## src/rtl/ram_copy_engine_pkg.sv

```systemverilog
// Shared definitions for the RAM copy engine: FSM encoding, default sizes
// and the maximum job length helper.
package ram_copy_engine_pkg;

  localparam int DEF_DATA_W = 32;
  localparam int DEF_ADDR_W = 8;
  localparam int DEF_RD_LAT = 1;

  // Engine FSM states; encodings are fixed so debug dumps stay readable.
  typedef enum logic [1:0] {
    ST_IDLE = 2'd0,
    ST_RD   = 2'd1,
    ST_WR   = 2'd2,
    ST_FIN  = 2'd3
  } state_e;

  // Largest accepted word count: one full pass over the address space.
  function automatic int max_len(input int addr_w);
    return 32'sd1 << addr_w;
  endfunction

endpackage

```

## src/rtl/ram_copy_engine_if.sv

```systemverilog
// Control and RAM-port bundle for the copy engine. The master side is the
// engine itself; the slave side is the control path plus the RAM.
interface ram_copy_engine_if
  import ram_copy_engine_pkg::*;
#(
  parameter int DATA_W = DEF_DATA_W,
  parameter int ADDR_W = DEF_ADDR_W
) ();

  // Job request and status
  logic              start;
  logic [ADDR_W-1:0] src_addr;
  logic [ADDR_W-1:0] dst_addr;
  logic [ADDR_W:0]   len;
  logic              busy;
  logic              done;
  logic              err;
  logic [ADDR_W:0]   words_done;

  // Single-port RAM connection
  logic [ADDR_W-1:0] ram_addr;
  logic [DATA_W-1:0] ram_wdata;
  logic              ram_we;
  logic [DATA_W-1:0] ram_rdata;

  modport master (
    input  start, src_addr, dst_addr, len, ram_rdata,
    output busy, done, err, words_done, ram_addr, ram_wdata, ram_we
  );

  modport slave (
    output start, src_addr, dst_addr, len, ram_rdata,
    input  busy, done, err, words_done, ram_addr, ram_wdata, ram_we
  );

endinterface

```

## src/rtl/ram_copy_engine.sv

```systemverilog
// Autonomous word mover: on start, copies len words from src_addr to
// dst_addr through a single-port RAM, strictly ascending, one read then one
// write per word. All outputs are registered and computed from next state.
module ram_copy_engine
  import ram_copy_engine_pkg::*;
#(
  parameter int DATA_W = DEF_DATA_W,
  parameter int ADDR_W = DEF_ADDR_W,
  parameter int RD_LAT = DEF_RD_LAT
) (
  input  logic               clk,
  input  logic               rst,
  ram_copy_engine_if.master  bus
);

  localparam int LAT_W = (RD_LAT > 0) ? $clog2(RD_LAT + 1) : 1;

  localparam logic [ADDR_W:0]   MAX_LEN  = (ADDR_W + 1)'(max_len(ADDR_W));
  localparam logic [ADDR_W:0]   CNT_ZERO = {(ADDR_W + 1){1'b0}};
  localparam logic [ADDR_W:0]   CNT_ONE  = {{ADDR_W{1'b0}}, 1'b1};
  localparam logic [ADDR_W-1:0] PTR_ZERO = {ADDR_W{1'b0}};
  localparam logic [ADDR_W-1:0] PTR_ONE  = {{(ADDR_W - 1){1'b0}}, 1'b1};
  localparam logic [DATA_W-1:0] DAT_ZERO = {DATA_W{1'b0}};
  localparam logic [LAT_W-1:0]  LAT_ZERO = {LAT_W{1'b0}};
  localparam logic [LAT_W-1:0]  LAT_ONE  = {{(LAT_W - 1){1'b0}}, 1'b1};
  localparam logic [LAT_W-1:0]  LAT_LAST = LAT_W'(RD_LAT);

  // FSM state
  state_e state_q, state_d;

  // Job datapath: pointers, remaining count, read-latency counter
  logic [ADDR_W-1:0] sp_q, sp_d;
  logic [ADDR_W-1:0] dp_q, dp_d;
  logic [ADDR_W:0]   rem_q, rem_d;
  logic [ADDR_W:0]   wd_q, wd_d;
  logic [LAT_W-1:0]  lat_q, lat_d;
  logic              err_flag_q, err_flag_d;

  // Registered outputs; ram_wdata_q doubles as the read data buffer
  logic              busy_q, busy_d;
  logic              done_q, done_d;
  logic              err_q, err_d;
  logic              ram_we_q, ram_we_d;
  logic [ADDR_W-1:0] ram_addr_q, ram_addr_d;
  logic [DATA_W-1:0] ram_wdata_q, ram_wdata_d;

  logic len_bad_s;
  logic len_zero_s;
  logic rd_last_s;

  assign len_bad_s  = (bus.len > MAX_LEN);
  assign len_zero_s = (bus.len == CNT_ZERO);
  assign rd_last_s  = (state_q == ST_RD) && (lat_q == LAT_LAST);

  // State register; reset abandons any job in flight
  always_ff @(posedge clk or posedge rst) begin
    if (rst) begin
      state_q <= ST_IDLE;
    end else begin
      state_q <= state_d;
    end
  end

  // Next-state logic: start is honoured only in IDLE, everything else ignores it
  always_comb begin
    state_d = state_q;
    case (state_q)
      ST_IDLE: begin
        if (bus.start) begin
          if (len_bad_s || len_zero_s) begin
            state_d = ST_FIN;
          end else begin
            state_d = ST_RD;
          end
        end else begin
          state_d = ST_IDLE;
        end
      end
      ST_RD: begin
        if (rd_last_s) begin
          state_d = ST_WR;
        end else begin
          state_d = ST_RD;
        end
      end
      ST_WR: begin
        if (rem_q == CNT_ONE) begin
          state_d = ST_FIN;
        end else begin
          state_d = ST_RD;
        end
      end
      ST_FIN: begin
        state_d = ST_IDLE;
      end
      default: begin
        state_d = ST_IDLE;
      end
    endcase
  end

  // Datapath next values: latch the job in IDLE, advance pointers on each write
  always_comb begin
    sp_d       = sp_q;
    dp_d       = dp_q;
    rem_d      = rem_q;
    wd_d       = wd_q;
    err_flag_d = err_flag_q;
    case (state_q)
      ST_IDLE: begin
        if (bus.start) begin
          sp_d       = bus.src_addr;
          dp_d       = bus.dst_addr;
          rem_d      = bus.len;
          wd_d       = CNT_ZERO;
          err_flag_d = len_bad_s;
        end else begin
          err_flag_d = err_flag_q;
        end
      end
      ST_WR: begin
        sp_d  = sp_q + PTR_ONE;
        dp_d  = dp_q + PTR_ONE;
        rem_d = rem_q - CNT_ONE;
        wd_d  = wd_q + CNT_ONE;
      end
      default: begin
        sp_d = sp_q;
      end
    endcase

    // Latency counter restarts on every entry into RD
    if ((state_q == ST_RD) && (state_d == ST_RD)) begin
      lat_d = lat_q + LAT_ONE;
    end else begin
      lat_d = LAT_ZERO;
    end
  end

  // Datapath registers
  always_ff @(posedge clk or posedge rst) begin
    if (rst) begin
      sp_q       <= PTR_ZERO;
      dp_q       <= PTR_ZERO;
      rem_q      <= CNT_ZERO;
      wd_q       <= CNT_ZERO;
      lat_q      <= LAT_ZERO;
      err_flag_q <= 1'b0;
    end else begin
      sp_q       <= sp_d;
      dp_q       <= dp_d;
      rem_q      <= rem_d;
      wd_q       <= wd_d;
      lat_q      <= lat_d;
      err_flag_q <= err_flag_d;
    end
  end

  // Output decode from the upcoming state so the registered outputs line up with it
  always_comb begin
    busy_d     = (state_d == ST_RD) || (state_d == ST_WR);
    done_d     = (state_d == ST_FIN);
    err_d      = (state_d == ST_FIN) && err_flag_d;
    ram_we_d   = (state_d == ST_WR);
    ram_addr_d = ram_addr_q;
    case (state_d)
      ST_RD:   ram_addr_d = sp_d;
      ST_WR:   ram_addr_d = dp_d;
      default: ram_addr_d = ram_addr_q;
    endcase
    if (rd_last_s) begin
      ram_wdata_d = bus.ram_rdata;
    end else begin
      ram_wdata_d = ram_wdata_q;
    end
  end

  // Output registers; ram_we falls the moment reset asserts
  always_ff @(posedge clk or posedge rst) begin
    if (rst) begin
      busy_q      <= 1'b0;
      done_q      <= 1'b0;
      err_q       <= 1'b0;
      ram_we_q    <= 1'b0;
      ram_addr_q  <= PTR_ZERO;
      ram_wdata_q <= DAT_ZERO;
    end else begin
      busy_q      <= busy_d;
      done_q      <= done_d;
      err_q       <= err_d;
      ram_we_q    <= ram_we_d;
      ram_addr_q  <= ram_addr_d;
      ram_wdata_q <= ram_wdata_d;
    end
  end

  assign bus.busy       = busy_q;
  assign bus.done       = done_q;
  assign bus.err        = err_q;
  assign bus.words_done = wd_q;
  assign bus.ram_we     = ram_we_q;
  assign bus.ram_addr   = ram_addr_q;
  assign bus.ram_wdata  = ram_wdata_q;

endmodule

```

## src/flat_wrapper.sv

```systemverilog
// flat-port wrapper written by rule: the top's interface ports become plain ports
module ram_copy_engine_flat import ram_copy_engine_pkg::*;
#(
  parameter int DATA_W = DEF_DATA_W,
  parameter int ADDR_W = DEF_ADDR_W,
  parameter int RD_LAT = DEF_RD_LAT
)
  (clk, rst, bus_start, bus_src_addr, bus_dst_addr, bus_len, bus_ram_rdata, bus_busy, bus_done, bus_err, bus_words_done, bus_ram_addr, bus_ram_wdata, bus_ram_we);
  ram_copy_engine_if #(.DATA_W(DATA_W), .ADDR_W(ADDR_W)) bus_i ();
  input  logic clk;
  input  logic rst;
  input wire logic [$bits(bus_i.start)-1:0] bus_start;
  input wire logic [$bits(bus_i.src_addr)-1:0] bus_src_addr;
  input wire logic [$bits(bus_i.dst_addr)-1:0] bus_dst_addr;
  input wire logic [$bits(bus_i.len)-1:0] bus_len;
  input wire logic [$bits(bus_i.ram_rdata)-1:0] bus_ram_rdata;
  output wire logic [$bits(bus_i.busy)-1:0] bus_busy;
  output wire logic [$bits(bus_i.done)-1:0] bus_done;
  output wire logic [$bits(bus_i.err)-1:0] bus_err;
  output wire logic [$bits(bus_i.words_done)-1:0] bus_words_done;
  output wire logic [$bits(bus_i.ram_addr)-1:0] bus_ram_addr;
  output wire logic [$bits(bus_i.ram_wdata)-1:0] bus_ram_wdata;
  output wire logic [$bits(bus_i.ram_we)-1:0] bus_ram_we;
  assign bus_i.start = bus_start;
  assign bus_i.src_addr = bus_src_addr;
  assign bus_i.dst_addr = bus_dst_addr;
  assign bus_i.len = bus_len;
  assign bus_i.ram_rdata = bus_ram_rdata;
  assign bus_busy = bus_i.busy;
  assign bus_done = bus_i.done;
  assign bus_err = bus_i.err;
  assign bus_words_done = bus_i.words_done;
  assign bus_ram_addr = bus_i.ram_addr;
  assign bus_ram_wdata = bus_i.ram_wdata;
  assign bus_ram_we = bus_i.ram_we;
  ram_copy_engine #(.DATA_W(DATA_W), .ADDR_W(ADDR_W), .RD_LAT(RD_LAT)) u_core (.clk(clk), .rst(rst), .bus(bus_i));
endmodule
```

## config.mk

```make
export PLATFORM = sky130hd
export DESIGN_NAME = ram_copy_engine_flat
export DESIGN_NICKNAME = d
export VERILOG_FILES = /design/src/rtl/ram_copy_engine_pkg.sv /design/src/rtl/ram_copy_engine_if.sv /design/src/rtl/ram_copy_engine.sv /design/src/flat_wrapper.sv
export SDC_FILE = /design/constraint.sdc
export NUM_CORES = 1
export LEC_CHECK = 0
export ABC_AREA = 1
export BUFFER_PORTS_ARGS = -buffer_cell sky130_fd_sc_hd__buf_2
export CAP_MARGIN = 20
export CORE_MARGIN = 2
export CORE_UTILIZATION = 30
export DETAILED_ROUTE_END_ITERATION = 6
export PLACE_DENSITY_LB_ADDON = 0.15
export RECOVER_POWER = 50
export SLEW_MARGIN = 40
export SYNTH_ARGS = -nofsm -noshare
export SYNTH_HDL_FRONTEND = slang
export SYNTH_SLANG_ARGS = --single-unit
```

## constraint.sdc

```tcl
create_clock -name clk -period 3.5 [get_ports clk]
set_input_delay 0.7 -clock clk [delete_from_list [all_inputs] [get_ports clk]]
set_output_delay 0.7 -clock clk [all_outputs]
set_load 0.005 [all_outputs]
```

==> flow_metrics.tcl, run 1 <==
set metrics [dict create \
    ys_seq_area_share_pct 50.37 \
    worst_pin_slew_ps 2058 \
    synth_top_area_share_pct 50.37 \
    synth_nets 586 \
    fin_util_pct 38.23 \
    ys_seq_elements 82 \
    cts.reportedPaths.clkPinSlew_ps 60 \
    cp_slowest_stage_delay_ps 1160 \
    period_minus_slack_ps 2586 \
    grt_pass1_vias 3725 \
    path_buf_inv 3 \
    crit_type "in2async" \
    dieArea_sq_um 14530 \
    slew_headroom_pct -37.93 \
    status "finished with violations" \
    cts_sinks 82 \
    nNetsFinal 696 \
    postCtsResizedCells 0 \
    grt_pass1_wl_um 18750 \
    end_kind "asynchronous set/reset pin" \
    vias 3700 \
    synth_edf_count 0 \
    syn-mean-instance-area_sq_um 7.880 \
    synthCells 517 \
    drt_iter0_drc 235 \
    layout_common_cells "nand2_1, buf_2, dfrtp_1" \
    initial_core_util_pct 30.76 \
    via_per_inst 4.579 \
    final_common_cell "nand2_1" \
    n_fill_cell 1410 \
    die_h_um 120.5 \
    grt_max_degree 47 \
    grtUsageTotal_pct 16.39 \
    violations "capacitance limit, slew limit" \
    root_buffer "clkbuf_16" \
    min_path_type "reg2reg" \
    ys_top_cells_by_area "dfrtp_1, nand2_1, nand3_1, inv_1, nor2_1" \
    max_freq_mhz 386.8 \
    postCtsHoldBufs 0 \
    antenna_found_initial 0 \
    grt_overflow 0 \
    p_per_area_nw_per_um2 414.2 \
    ant_nets 0 \
    htreeDepth 3 \
    slowest_stage "clkinvlp_2" \
    crit_arrival_ps 2880 \
    drv_cap 1 \
    synth_cell_type_count 38 \
    vdd_drop_max_mv 0.3685 \
    post-place-ws_ps 523.9 \
    period_share_pct 73.87 \
    critPathMaxFanout 46 \
    route.detailed.drc 0 \
    required_ps 3790 \
    cts_tree "yes" \
    dp_hpwl_um 8011 \
    drive_above_1_share_pct 21.68 \
    cts_made_buffers 9 \
    gp_congestion 0.8402 \
    pin_count 113 \
    path_cells "buf_2 -> clkinvlp_2 -> clkbuf_1" \
    final.setup.tns_ps 0 \
    ys_warn_count 0 \
    wl_per_cell_um 13.87 \
    setup_viol 0 \
    synth-async-reset-ratio_pct 100.0 \
    die_w_um 120.5 \
    crit_family "buffers and inverters" \
    syn-cell-area_sq_um 4074 \
    finClkSkew_ps 6.575 \
    finalHoldViolations 0 \
    n_antenna_cell 0 \
    postCtsSetupBuffers 0 \
    area_growth_pct 24.26 \
    fin_ws_ps 914.5 \
    synth_flop_cell "dfrtp_1" \
    p_leak_nw 2.636 \
    insertion_delay_ps 340 \
    cts_buffer_depth 2 \
    totalWireLength_um 11200 \
    fp-row-count 42 \
    slew_viol_final 47 \
    core_area_sq_um 13240 \
    synth_top_area_cell "dfrtp_1" \
    worstSetupStartpointType "input pin" \
    first_pass_iters 5 \
    port_buffers 112 \
    rsz0062_at_grt "no" \
]
routing by layer:
| layer | global-route usage (%) | routed length (um) | vias up |
|---|---|---|---|
| li1 | - | - | 1861 |
| met4 | 4.360 | 156 | 0 |
| met1 | 21.89 | 5247 | 1720 |
| met5 | 0 | 0 | - |
| met3 | 6.321 | 886 | 9 |
| met2 | 24.89 | 4913 | 110 |
tightest hold or removal path, stage by stage (launching register included):
cell	delay, ps
dfrtp_1	340
nand2_1	50
nand2_1	50
state kept, by name, indices dropped and copies added (netlist names):
| name | cells |
|---|---|
| u_core.bus.ram_addr | 8 |
| u_core.state_q | 2 |
| u_core.bus.busy | 1 |
| u_core.rem_q | 9 |
| u_core.bus.words_done | 9 |
| u_core.bus.err | 1 |
| u_core.dp_q | 8 |
| u_core.bus.done | 1 |
| u_core.lat_q | 1 |
| u_core.err_flag_q | 1 |
| u_core.sp_q | 8 |
| u_core.bus.ram_wdata | 32 |
| u_core.bus.ram_we | 1 |
stage by stage:
step / std cells / instance area, sq um / hold slack (ps) / power, mW
floorplan: 517 / 4074 / 446.9 / 1.028
global route: 808 / 5062 / 495.7 / 2.184
global placement: 792 / 4780 / 457.3 / 1.095
finish: 808 / 5062 / 478.0 / 2.097
CTS: 808 / 5097 / 370.3 / 2.134
detailed placement: 792 / 4783 / 461.5 / 1.097
power by group:
part / leakage [nW] / total (mW) / switching, mW / internal (mW)
clock: 0.151 / 1.02 / 0.376 / 0.646
combinational: 1.52 / 0.0960 / 0.0512 / 0.0448
sequential: 0.968 / 0.978 / 0.0110 / 0.967
path summary, 6_finish.rpt:
kind / start / endpoint / slack, ps / depth (start not counted)
hold reg to reg: u_core.bus.ram_wdata[0]$_DFFE_PP0P_ / u_core.bus.ram_wdata[0]$_DFFE_PP0P_ / 480 / 2
setup reg to reg: u_core.state_q[1]$_DFF_PP0_ / u_core.bus.ram_addr[1]$_DFFE_PP0P_ / 930 / 7
setup / recovery: rst / u_core.bus.ram_wdata[8]$_DFFE_PP0P_ / 910 / 3
min in group asynchronous: rst / u_core.bus.ram_wdata[31]$_DFFE_PP0P_ / 890 / 2
hold / removal: u_core.bus.ram_wdata[0]$_DFFE_PP0P_ / u_core.bus.ram_wdata[0]$_DFFE_PP0P_ / 480 / 2
max in group clk: u_core.state_q[1]$_DFF_PP0_ / u_core.bus.ram_addr[1]$_DFFE_PP0P_ / 930 / 7
kinds of logic after synthesis:
| group | share of synthesized area [%] |
|---|---|
| AO/OA/AOI/OAI | 7.832 |
| adder cells (fa/ha/maj) | 2.764 |
| buffers and inverters | 7.186 |
| XOR/XNOR | 0.2150 |
| flip-flops | 50.37 |
| AND/OR/NAND/NOR | 31.63 |
cells in the mapped netlist, drive strengths merged, types with 4 or more instances:
library cell,count
nor2,40
o211ai,5
inv,48
or2,4
nand4,8
dfrtp,82
a21oi,7
buf,12
nand3,41
o21ai,26
clkbuf,5
nand2,208
ha,9
o22ai,6
area by class of cell:
| type | instances | area, sq um | area share, % |
|---|---|---|---|
| sequential | 82 | 2052 | 40.53 |
| multi-input combinational | 369 | 1718 | 33.93 |
| timing repair buffer | 116 | 570.5 | 11.27 |
| clock buffer | 14 | 254.0 | 5.017 |
| tap | 176 | 220.2 | 4.350 |
| inverter | 49 | 187.7 | 3.707 |
| clock inverter | 2 | 60.06 | 1.186 |
Power figures use the tool's default switching activity.
==> inputs of run 2 (changes only) <==
--- a/config.mk
+++ b/config.mk
@@ -5,7 +5,7 @@
 export SDC_FILE = /design/constraint.sdc
 export NUM_CORES = 1
 export LEC_CHECK = 0
-export ABC_AREA = 1
+export ABC_AREA = 0
 export BUFFER_PORTS_ARGS = -buffer_cell sky130_fd_sc_hd__buf_2
 export CAP_MARGIN = 20
 export CORE_MARGIN = 2
==> constraint.sdc (replaced) <==
create_clock -name clk -period 2.1 [get_ports clk]
set_input_delay 0.42 -clock clk [delete_from_list [all_inputs] [get_ports clk]]
set_output_delay 0.42 -clock clk [all_outputs]
set_load 0.005 [all_outputs]
==> run 2 against run 1 <==
  * The run ends with setup timing left
  * Hold slack got worse by 180 ps
  * First-iteration DRC count decreased by 19%
  * Flip-flop and latch count unchanged
  * Critical endpoint is now u_core.bus.ram_addr[6]$_DFFE_PP0P_
==> flow_metrics.tcl, run 2 <==
set metrics [dict create \
    core_area_sq_um 12670 \
    finClkSkew_ps 10.36 \
    multi_input_area_sq_um 1800 \
    required_ps 2330 \
    grt_pass1_vias 3422 \
    worstSetupStartpointType "flip-flop" \
    min_path_type "in2reg" \
    end_kind "flip-flop" \
    p_leak_nw 2.431 \
    cts_tree "yes" \
    htreeDepth 3 \
    synth_nets 428 \
    wl_per_cell_um 15.96 \
    syn-cell-area_sq_um 3894 \
    drive_above_1_share_pct 42.44 \
    synth_flop_cell "dfrtp_1" \
    die_h_um 117.9 \
    synth_common_cells "dfrtp_1, nand2_1, mux2_2" \
    crit_arrival_ps 2470 \
    route.detailed.drc 0 \
    worst_pin_slew_ps 1175 \
    vias 3355 \
    status "finished with violations" \
    regArea_sq_um 2052 \
    setup_viol 8 \
    grt_overflow 0 \
    p_per_area_nw_per_um2 1527 \
    drt_iter0_drc 190 \
    cts.reportedPaths.clkPinSlew_ps 70 \
    root_buffer "clkbuf_16" \
    synth_cell_type_count 57 \
    stdcell_count 681 \
    violations "setup timing" \
    cts_sinks 82 \
    synthCells 359 \
    ant_nets 0 \
    dieArea_sq_um 13910 \
    via_per_inst 4.927 \
    drv_cap 0 \
    n_fill_cell 1268 \
    syn-mean-instance-area_sq_um 10.85 \
    largest_register_ffs 32 \
    port_buffers 112 \
    fin_util_pct 41.72 \
    period_minus_slack_ps 2244 \
    fin_ws_ps -143.7 \
    fp-row-count 41 \
    cts_made_buffers 9 \
    synth-async-reset-ratio_pct 100.0 \
    crit_family "simple AND/OR/NAND/NOR gates" \
    grt_pass1_wl_um 17640 \
    dp_hpwl_um 7809 \
    period_share_pct 106.8 \
    initial_core_util_pct 30.73 \
    ys_warn_count 0 \
    pin_count 113 \
    vdd_drop_max_mv 0.5988 \
    crit_type "reg2reg" \
    n_antenna_cell 0 \
    finalHoldViolations 0 \
    cp_slowest_stage_delay_ps 560 \
    path_cells "or4_4 -> nor3_4 -> nand3_2 -> o211a_4 -> ha_4 -> nor2_2 -> and2_1 -> a221o_1" \
    synth_top_area_cell "dfrtp_1" \
    nNetsFinal 573 \
    critPathMaxFanout 5 \
    synth_most_common_cell "dfrtp_1" \
    worst_hold_slack_ps 302.8 \
    layout_common_cells "buf_2, dfrtp_1, buf_4" \
    final_common_cell "buf_2" \
    ys_seq_area_share_pct 52.70 \
    antenna_found_initial 0 \
    p_total_mw 8.073 \
    synth_edf_count 0 \
    placedCellCount 662 \
    slew_headroom_pct 21.64 \
    slowest_stage "or4_4" \
    slew_viol_final 0 \
    max_freq_mhz 445.7 \
    rsz0062_at_grt "yes" \
    first_pass_iters 4 \
    area_growth_pct 35.76 \
    grt_max_degree 83 \
    gp_congestion 0.8168 \
    totalWireLength_um 10870 \
    die_w_um 117.9 \
    ys_top_cells_by_area "dfrtp_1, mux2_2, nand2_1, o21ai_0, ha_1" \
    ys_seq_elements 82 \
    insertion_delay_ps 350 \
    grtUsageTotal_pct 16.25 \
    synth_top_area_share_pct 52.70 \
    cts_buffer_depth 2 \
    path_buf_inv 0 \
]
## run 2: cell count changes after synthesis, sizes merged, moves of 5 or more
cell | previous run | this run
inv | 48 | 14
nand3 | 41 | 12
nor2 | 40 | 13
o22ai | 6 | 11
and2 | 0 | 5
o31ai | 0 | 5
a21oi | 7 | 20
mux2 | 0 | 32
nand2 | 208 | 35
and3 | 0 | 5
## run 2: kinds of logic after synthesis
kind of cell,after synthesis,synth area share [%]
AND/OR/NAND/NOR,104,13.95
AO/OA/AOI/OAI,96,16.42
flip-flops,82,52.70
multiplexers,34,9.769
buffers and inverters,31,3.599
adder cells (fa/ha/maj),9,2.892
XOR/XNOR,3,0.6749
## run 2: routing by layer
layer,wire length (um),GRT usage [%]
met2,5095,25.80
met3,749,6.105
met1,4796,20.26
met5,0,0
met4,227,5.723
## run 2: where the power goes
group | switching, mW | internal (mW)
Combinational | 1.83 | 1.91
Clock | 0.659 | 0.803
Sequential | 0.549 | 2.32
Total | 3.04 | 5.03
## run 2: metrics by stage
step | instance area [sq um] | setup TNS, ps | worst slack [ps]
after global placement | 4892 | -2560 | -347.7
after global routing | 5286 | -1713 | -233.3
after CTS | 5251 | -705.1 | -133.9
after detailed placement | 4892 | -2935 | -389.7
after floorplan | 3931 | -262.1 | -130.6
final | 5286 | -761.7 | -143.7
## run 2: cell type report
cell class / instances / share of cell area [%]
Sequential cell: 82 / 38.82
Timing Repair Buffer: 151 / 16.54
Clock buffer: 10 / 4.331
Inverter: 14 / 1.373
Multi-Input combinational cell: 246 / 34.06
Tap cell: 172 / 4.071
Clock inverter: 6 / 0.8047
## run 2: worst register-to-register path, delay by kind of cell (launching register included)
| family | cells | cell delay, ps |
|---|---|---|
| AOI/OAI and AO/OA | 2 | 430 |
| adders and majority gates | 1 | 310 |
| DFF | 1 | 380 |
| and+or+nand+nor | 5 | 1010 |
## run 2: path summary, 6_finish.rpt
path / from / endpoint / slack (ps) / cells past startpoint
max in group asynchronous: rst / u_core.bus.err$_DFF_PP0_ / 850 / 3
min in group asynchronous: rst / u_core.bus.ram_wdata[2]$_DFFE_PP0P_ / 480 / 3
setup reg to reg: u_core.rem_q[4]$_DFFE_PP0P_ / u_core.bus.ram_addr[6]$_DFFE_PP0P_ / -140 / 8
hold / removal: bus_dst_addr[7] / u_core.dp_q[7]$_DFF_PP0_ / 300 / 3
hold reg to reg: u_core.err_flag_q$_DFF_PP0_ / u_core.err_flag_q$_DFF_PP0_ / 470 / 2
setup / recovery: u_core.rem_q[4]$_DFFE_PP0P_ / u_core.bus.ram_addr[6]$_DFFE_PP0P_ / -140 / 8
## run 2: what timing repair did
item | CTS | global route
resized for setup | 15 | 8
setup buffers | 1 | 3
pin swaps | 5 | 2
setup endpoints to repair | 8 | 9
hold buffers | 0 | 0
